[config.mk]
export PLATFORM = sky130hd
export DESIGN_NAME = serial_adder
export DESIGN_NICKNAME = d
export VERILOG_FILES = /design/src/rtl/serial_adder.sv
export SDC_FILE = /design/constraint.sdc
export NUM_CORES = 1
export LEC_CHECK = 0
export BUFFER_PORTS_ARGS = -buffer_cell sky130_fd_sc_hd__buf_2
export CORE_ASPECT_RATIO = 0.6
export CORE_MARGIN = 2
export CORE_UTILIZATION = 41
export DETAILED_ROUTE_END_ITERATION = 6
export PLACE_DENSITY_LB_ADDON = 0.2
export REMOVE_ABC_BUFFERS = 1
export SETUP_SLACK_MARGIN = 0.05
export SLEW_MARGIN = 40
export SYNTH_ARGS = -nofsm -noshare
export SYNTH_HDL_FRONTEND = slang
export SYNTH_SLANG_ARGS = --single-unit
[constraint.sdc]
create_clock -name clk -period 6.4 [get_ports clk]
set_clock_uncertainty 0.05 [all_clocks]
set_input_delay 0 -clock clk [delete_from_list [all_inputs] [get_ports clk]]
set_output_delay 0 -clock clk [all_outputs]
set_load 0.03 [all_outputs]
[src/rtl/serial_adder.sv]
// serial_adder: digit-serial add/subtract unit with valid/ready handshakes.
// Processes DIGIT bits per clock through a DIGIT-wide full-adder ripple, with
// the inter-digit carry held in a register. Operands are accepted in IDLE,
// processed over NDIG = WIDTH/DIGIT RUN cycles, and held in DONE until taken.
//
// Ports:
//   clk, rst_n           clock, asynchronous active-low reset
//   in_valid / in_ready  operand handshake (A, B, Cin, Sub)
//   A, B                 WIDTH-bit operands
//   Cin                  carry-in (add) / borrow-in (sub)
//   Sub                  0: A+B+Cin, 1: A-B-Cin
//   out_valid/out_ready  result handshake (Sum, Cout, Ovf)
//   Sum                  result modulo 2^WIDTH
//   Cout                 carry-out (add) / borrow-out (sub)
//   Ovf                  two's-complement signed overflow
module serial_adder #(
  parameter int unsigned WIDTH = 16,
  parameter int unsigned DIGIT = 4
) (
  input  logic             clk,
  input  logic             rst_n,
  input  logic             in_valid,
  output logic             in_ready,
  input  logic [WIDTH-1:0] A,
  input  logic [WIDTH-1:0] B,
  input  logic             Cin,
  input  logic             Sub,
  output logic             out_valid,
  input  logic             out_ready,
  output logic [WIDTH-1:0] Sum,
  output logic             Cout,
  output logic             Ovf
);

  localparam int unsigned NDIG = WIDTH / DIGIT;
  localparam int unsigned CW   = (NDIG > 1) ? $clog2(NDIG) : 1;

  typedef enum logic [1:0] {
    IDLE = 2'd0,
    RUN  = 2'd1,
    DONE = 2'd2
  } state_t;

  state_t           state;
  logic [WIDTH-1:0] a_sh;
  logic [WIDTH-1:0] b_sh;
  logic             carry;
  logic             sub_q;
  logic [CW-1:0]    cnt;

  logic [DIGIT-1:0] dsum_c;
  logic [DIGIT:0]   cc_c;
  logic [WIDTH-1:0] sum_next_c;

  // One digit of full-adder stages; cc_c[i] is the carry into bit i.
  assign cc_c[0] = carry;
  for (genvar i = 0; i < DIGIT; i++) begin : g_fa
    assign dsum_c[i]  = a_sh[i] ^ b_sh[i] ^ cc_c[i];
    assign cc_c[i+1]  = (a_sh[i] & b_sh[i]) | (cc_c[i] & (a_sh[i] ^ b_sh[i]));
  end

  // New digit enters Sum from the MSB end; earlier digits move toward the LSB.
  assign sum_next_c = (Sum >> DIGIT) | (WIDTH'(dsum_c) << (WIDTH - DIGIT));

  // Control FSM and datapath registers.
  always_ff @(posedge clk or negedge rst_n) begin
    if (!rst_n) begin
      state     <= IDLE;
      in_ready  <= 1'b1;
      out_valid <= 1'b0;
      Sum       <= '0;
      Cout      <= 1'b0;
      Ovf       <= 1'b0;
      a_sh      <= '0;
      b_sh      <= '0;
      carry     <= 1'b0;
      sub_q     <= 1'b0;
      cnt       <= '0;
    end else begin
      case (state)
        IDLE: begin
          if (in_valid) begin
            // Subtraction as A + ~B + ~Cin.
            a_sh     <= A;
            b_sh     <= Sub ? ~B : B;
            carry    <= Sub ? ~Cin : Cin;
            sub_q    <= Sub;
            cnt      <= '0;
            in_ready <= 1'b0;
            state    <= RUN;
          end
        end
        RUN: begin
          Sum   <= sum_next_c;
          a_sh  <= a_sh >> DIGIT;
          b_sh  <= b_sh >> DIGIT;
          carry <= cc_c[DIGIT];
          if (cnt == CW'(NDIG - 1)) begin
            // Last digit: its top stage is the word MSB.
            cnt       <= '0;
            Cout      <= sub_q ? ~cc_c[DIGIT] : cc_c[DIGIT];
            Ovf       <= cc_c[DIGIT-1] ^ cc_c[DIGIT];
            out_valid <= 1'b1;
            state     <= DONE;
          end else begin
            cnt <= cnt + CW'(1);
          end
        end
        DONE: begin
          if (out_ready) begin
            out_valid <= 1'b0;
            in_ready  <= 1'b1;
            state     <= IDLE;
          end
        end
        default: begin
          out_valid <= 1'b0;
          in_ready  <= 1'b1;
          state     <= IDLE;
        end
      endcase
    end
  end

endmodule

==> results_dict.tcl, run 1 <==
set metrics [dict create \
    fp.dieW_um 110 \
    syn_inst 281 \
    finalCritPeriodShare_pct 37.5 \
    drive_above_1_share_pct 22.2 \
    grt_pass1_wl_um 10800 \
    final_area_um2 3530 \
    yosysUniqueCellTypes 27 \
    wl_um 6270 \
    drc 0 \
    max_freq_mhz 417 \
    cp-start-kind "flip-flop" \
    hold_violations 0 \
    p_per_area_nw_per_um2 455 \
    rows 23 \
    path_clk_slew_ns 0.06 \
    yosysTopAreaCellShare_pct 51.8 \
    fill_cells 654 \
    outcome "complete, no violations" \
    drv_slew 0 \
    worst_slew_pin_slew_ns 0.584 \
    worstPathArrival_ns 2.56 \
    syn-mean-instance-area_um2 9.80 \
    antenna_found_initial 0 \
    whs_ns 0.0122 \
    htree_levels 3 \
    avgRoutedWirePerCell_um 13.9 \
    fp.dieArea_um2 7410 \
    track_usage_pct 19.3 \
    maxCapViolations 0 \
    num-nets-final 404 \
    core_region_area_um2 6590 \
    fin_setup_tns_ns 0 \
    vias_per_cell 4.97 \
    synth_seq_cells 58 \
    pin_count 58 \
    die_h_um 67.5 \
    drtPass1Iterations 4 \
    grt_max_degree 59 \
    start_util_pct 41.8 \
    yosysSeqAreaShare_pct 52.8 \
    clock_path_buffers 2 \
    setup_violations 0 \
    required_ns 6.57 \
    ys_top_cells_by_area "dfrtp_1 52%, nand2_1 10%, a22oi_1 6.0%" \
    dp.final_hpwl_um 4050 \
    critPathKind "reg -> reg" \
    place_area_um2 3090 \
    synth_area_um2 2750 \
    cts_root_buffer "clkbuf_8" \
    yosys.area.top_type "dfrtp_1" \
    final_common_cell "nand2_1" \
    grt_pass1_vias 2222 \
    cts_tree "yes" \
    final_cell_mix "75 x nand2_1, 57 x buf_2, 56 x dfrtp_1" \
    rsz0062_at_grt "no" \
    slew-limit-headroom_pct 61.1 \
    diodes 0 \
    numCtsBuffers 9 \
    peakVddDrop_uv 199 \
    area_growth_pct 28.1 \
    clock_sinks 58 \
    antenna_left 0 \
    hp-class "in -> reg" \
    leakagePower_nw 1.71 \
    insertion_delay_ns 0.33 \
    min_period_ns 2.40 \
    route.vias.total 2247 \
    cp_max_fo 3 \
    drt_iter0_markers 130 \
    crit_path_end_kind "flip-flop" \
    ys_warn_count 0 \
    routabilityCongestion 0.733 \
    gr-total-overflow 0 \
    numPortBuffers 57 \
]
==> worst paths after layout <==
path | end | slack [ns] | depth (start not counted) | startpoint
setup / recovery | carry | 4.00 | 9 | a_sh[0]
setup reg to reg | carry | 4.00 | 9 | a_sh[0]
hold / removal | b_sh[8] | 0.01 | 4 | B[8]
min in group asynchronous | Sum[7] | 0.14 | 3 | rst_n
max in group asynchronous | in_ready | 5.62 | 4 | rst_n
hold reg to reg | Sum[2] | 0.42 | 2 | Sum[2]
==> metrics by stage <==
stage / instances / power, W / utilization (%) / setup slack [ns]
after floorplan: 261 / 0.00110 / - / 4.12
after global placement: 409 / 0.00131 / 46.8 / 3.94
after detailed placement: 409 / 0.00134 / 46.8 / 4.00
after CTS: 451 / 0.00163 / 53.2 / 3.99
after global routing: 452 / 0.00176 / 53.5 / 3.90
final: 452 / 0.00161 / 53.5 / 4.00
==> logic make-up (layout without fill, tap and decap cells) <==
logic type               after synthesis  in the layout  synth area share [%]
buffers and inverters                 32            116                  5.18
AND/OR/NAND/NOR                       98             98                  15.0
XOR/XNOR                              19             19                  6.05
flip-flops                            58             58                  52.8
AO/OA/AOI/OAI                         69             69                  17.7
adder cells (fa/ha/maj)                5              5                  3.36
==> state kept, by name, summed over array words and instances (netlist names) <==
signal / flops
carry: 1
a_sh: 16
out_valid: 1
b_sh: 16
cnt: 2
state: 2
in_ready: 1
sub_q: 1
Sum: 16
Ovf: 1
Cout: 1
==> worst max-delay path, stage by stage (launching register included) <==
cell and delay, ns:
dfrtp_1 0.42, fa_1 0.42, inv_1 0.07, fa_1 0.16
inv_1 0.05, fa_1 0.39, inv_1 0.08, fa_1 0.24
o21ai_0 0.11, a221o_1 0.27
==> Yosys cell counts <==
library cell	n
a21oi_1	3
a221o_1	8
a22oi_1	22
a2bb2oi_1	2
buf_2	12
buf_6	1
clkbuf_1	7
dfrtp_1	57
dfstp_2	1
fa_1	4
ha_1	1
inv_1	12
nand2_1	75
nand2b_1	2
nand3_1	9
nand3b_1	1
nor2_1	4
nor2b_1	5
nor3b_1	1
o21ai_0	24
o21bai_2	1
o22a_1	1
o31ai_1	1
o32ai_1	7
or3b_4	1
xnor2_1	11
xor2_1	8
==> where the power goes <==
group | switching, W | internal [W]
logic | 0.000425 | 0.000249
registers | 0.000133 | 0.000527
clock network | 0.000137 | 0.000135
total | 0.000695 | 0.000911
==> metal layers <==
layer	wire [um]	GRT usage, %	up-vias
li1	-	-	1122
met1	3090	27.0	1061
met2	2760	29.2	62
met3	396	6.85	2
met4	23	3.32	0
met5	0	0	-
==> what timing repair did <==
action,4_1_cts,5_1_grt
hold endpoints to repair,85,0
resized for setup,0,0
setup buffers,0,0
hold buffers,27,0
==> final cells by class <==
| class | count | area [um2] | share of cell area (%) |
|---|---|---|---|
| multi-input combinational | 191 | 1160 | 33.0 |
| tap | 87 | 109 | 3.09 |
| timing repair buffer | 89 | 606 | 17.2 |
| sequential | 58 | 1450 | 41.2 |
| clock inverter | 4 | 20.0 | 0.568 |
| clock buffer | 11 | 131 | 3.72 |
| inverter | 12 | 45.0 | 1.28 |
(Power assumes the default switching activity.)
==> inputs of run 2 (changes only) <==
==> constraint.sdc (replaced) <==
create_clock -name clk -period 2.35 [get_ports clk]
set_clock_uncertainty 0.05 [all_clocks]
set_input_delay 0 -clock clk [delete_from_list [all_inputs] [get_ports clk]]
set_output_delay 0 -clock clk [all_outputs]
set_load 0.03 [all_outputs]
==> results_dict.tcl, run 2 (synthesis results as in run 1) <==
set metrics [dict create \
    antenna_found_initial 0 \
    drc 0 \
    peakVddDrop_uv 528 \
    required_ns 2.53 \
    rsz0062_at_grt "yes" \
    final_common_cell "nand2_1" \
    path_delay_family "adder cells" \
    crit_path_end_kind "flip-flop" \
    numPortBuffers 57 \
    diodes 0 \
    critical_path_buf_inv_count 3 \
    cp_max_fo 2 \
    maxCapViolations 0 \
    crit_slowest_cell "dfrtp_1" \
    max_freq_mhz 440 \
    outcome "complete, no violations" \
    die_h_um 67.5 \
    slew-limit-headroom_pct 64.0 \
    clock_path_buffers 2 \
    numCtsBuffers 9 \
    insertion_delay_ns 0.34 \
    critPathKind "reg -> reg" \
    finalCritPeriodShare_pct 96.8 \
    drt_iter0_markers 134 \
    path_cells "fa_2 > inv_2 > fa_2 > inv_2 > fa_2 > inv_2 > fa_2 > o21ai_1 > a221o_1" \
    worst_slew_pin_slew_ns 0.538 \
    min_period_ns 2.27 \
    power.total_w 0.00458 \
    pin_count 58 \
    area_growth_pct 31.8 \
    gr-total-overflow 0 \
    vias_per_cell 4.94 \
    cp_common_cell "fa_2" \
    path_clk_slew_ns 0.06 \
    routabilityCongestion 0.776 \
    hp-class "in -> reg" \
    final_cell_mix "75 x nand2_1, 57 x dfrtp_1, 57 x buf_2" \
    cp-start-kind "flip-flop" \
    fin_setup_tns_ns 0 \
    route.vias.total 2283 \
    antenna_left 0 \
    drtPass1Iterations 4 \
    avgRoutedWirePerCell_um 14.1 \
    worstPathArrival_ns 2.45 \
    cts_tree "yes" \
    leakagePower_nw 1.75 \
    core_region_area_um2 6590 \
    num-nets-final 413 \
    fin_cells 462 \
    drv_slew 0 \
    setup_violations 0 \
    drive_above_1_share_pct 25.3 \
    clock_sinks 58 \
    dp.final_hpwl_um 4200 \
    htree_levels 3 \
    grt_max_degree 59 \
    grt_pass1_wl_um 10800 \
    track_usage_pct 20.0 \
    fp.dieArea_um2 7410 \
    fill_cells 626 \
    wl_um 6500 \
    dp_cells 416 \
    hold_violations 0 \
    p_per_area_nw_per_um2 1260 \
    fp.dieW_um 110 \
    top_regs "Sum: 16 flops, a_sh: 16 flops, b_sh: 16 flops" \
    cts_root_buffer "clkbuf_8" \
    rows 23 \
    grt_pass1_vias 2176 \
    slowest_delay_ns 0.40 \
    start_util_pct 41.8 \
]
-- run 2: changes by cell type in the layout (fill, tap and decap cells not counted), moves of 3 or more --
| cell | delta |
|---|---|
| o21ai_0 | -4 |
| fa_2 | +4 |
| inv_1 | -3 |
| inv_2 | +3 |
| fa_1 | -4 |
| buf_4 | +6 |
| o21ai_1 | +4 |
-- run 2: final timing paths --
path,cells past startpoint,start,to,slack [ns]
setup / recovery,9,a_sh[0],carry,0.08
hold / removal,4,B[11],b_sh[11],0.008
setup reg to reg,9,a_sh[0],carry,0.08
hold reg to reg,2,Sum[1],Sum[1],0.42
max in group asynchronous,3,rst_n,a_sh[6],1.68
min in group asynchronous,3,rst_n,Sum[5],0.19
-- run 2: layout make-up --
| cell class | instances | area (um2) | area share, % |
|---|---|---|---|
| flip-flops and latches | 58 | 1450 | 40.0 |
| well taps | 87 | 109 | 3.00 |
| inverters | 12 | 45.0 | 1.24 |
| repair buffers | 98 | 673 | 18.6 |
| clock inverters | 3 | 15.0 | 0.414 |
| clock buffers | 13 | 149 | 4.10 |
| multi-input cells | 191 | 1180 | 32.7 |
-- run 2: per-stage QoR --
stage	hold slack, ns	utilization, %	setup slack (ns)	cell area (um2)
final	0.00813	55.1	0.0761	3630
after global routing	0.0357	55.1	-0.00823	3630
after CTS	0.0103	54.5	0.0518	3590
after floorplan	-0.346	-	0.0716	2660
after detailed placement	0.146	47.6	0.0569	3130
after global placement	0.139	47.6	0.116	3130
-- run 2: routing by layer --
metal	GRT usage [%]	share of wire (%)	up-vias
li1	-	-	1137
met4	5.22	0.98	0
met2	29.1	42	65
met5	0	0	-
met1	27.8	50	1074
met3	7.82	6.4	7
-- run 2: timing repair --
action,4_1_cts,5_1_grt
gates resized for setup,0,14
endpoints found under the hold margin,87,0
setup buffers,0,1
hold buffers,29,0
endpoints found under the setup margin,0,4
-- run 2: worst reg2reg max path, stage by stage (launching register included) --
cell	delay, ns
dfrtp_1	0.40
fa_2	0.39
inv_2	0.06
fa_2	0.20
inv_2	0.04
fa_2	0.38
inv_2	0.08
fa_2	0.22
o21ai_1	0.08
a221o_1	0.26
-- run 2: power breakdown --
group          switching, W  internal, W  total, W
Clock              0.000381     0.000406  0.000788
Combinational       0.00125     0.000793   0.00204
Sequential         0.000322      0.00143   0.00176
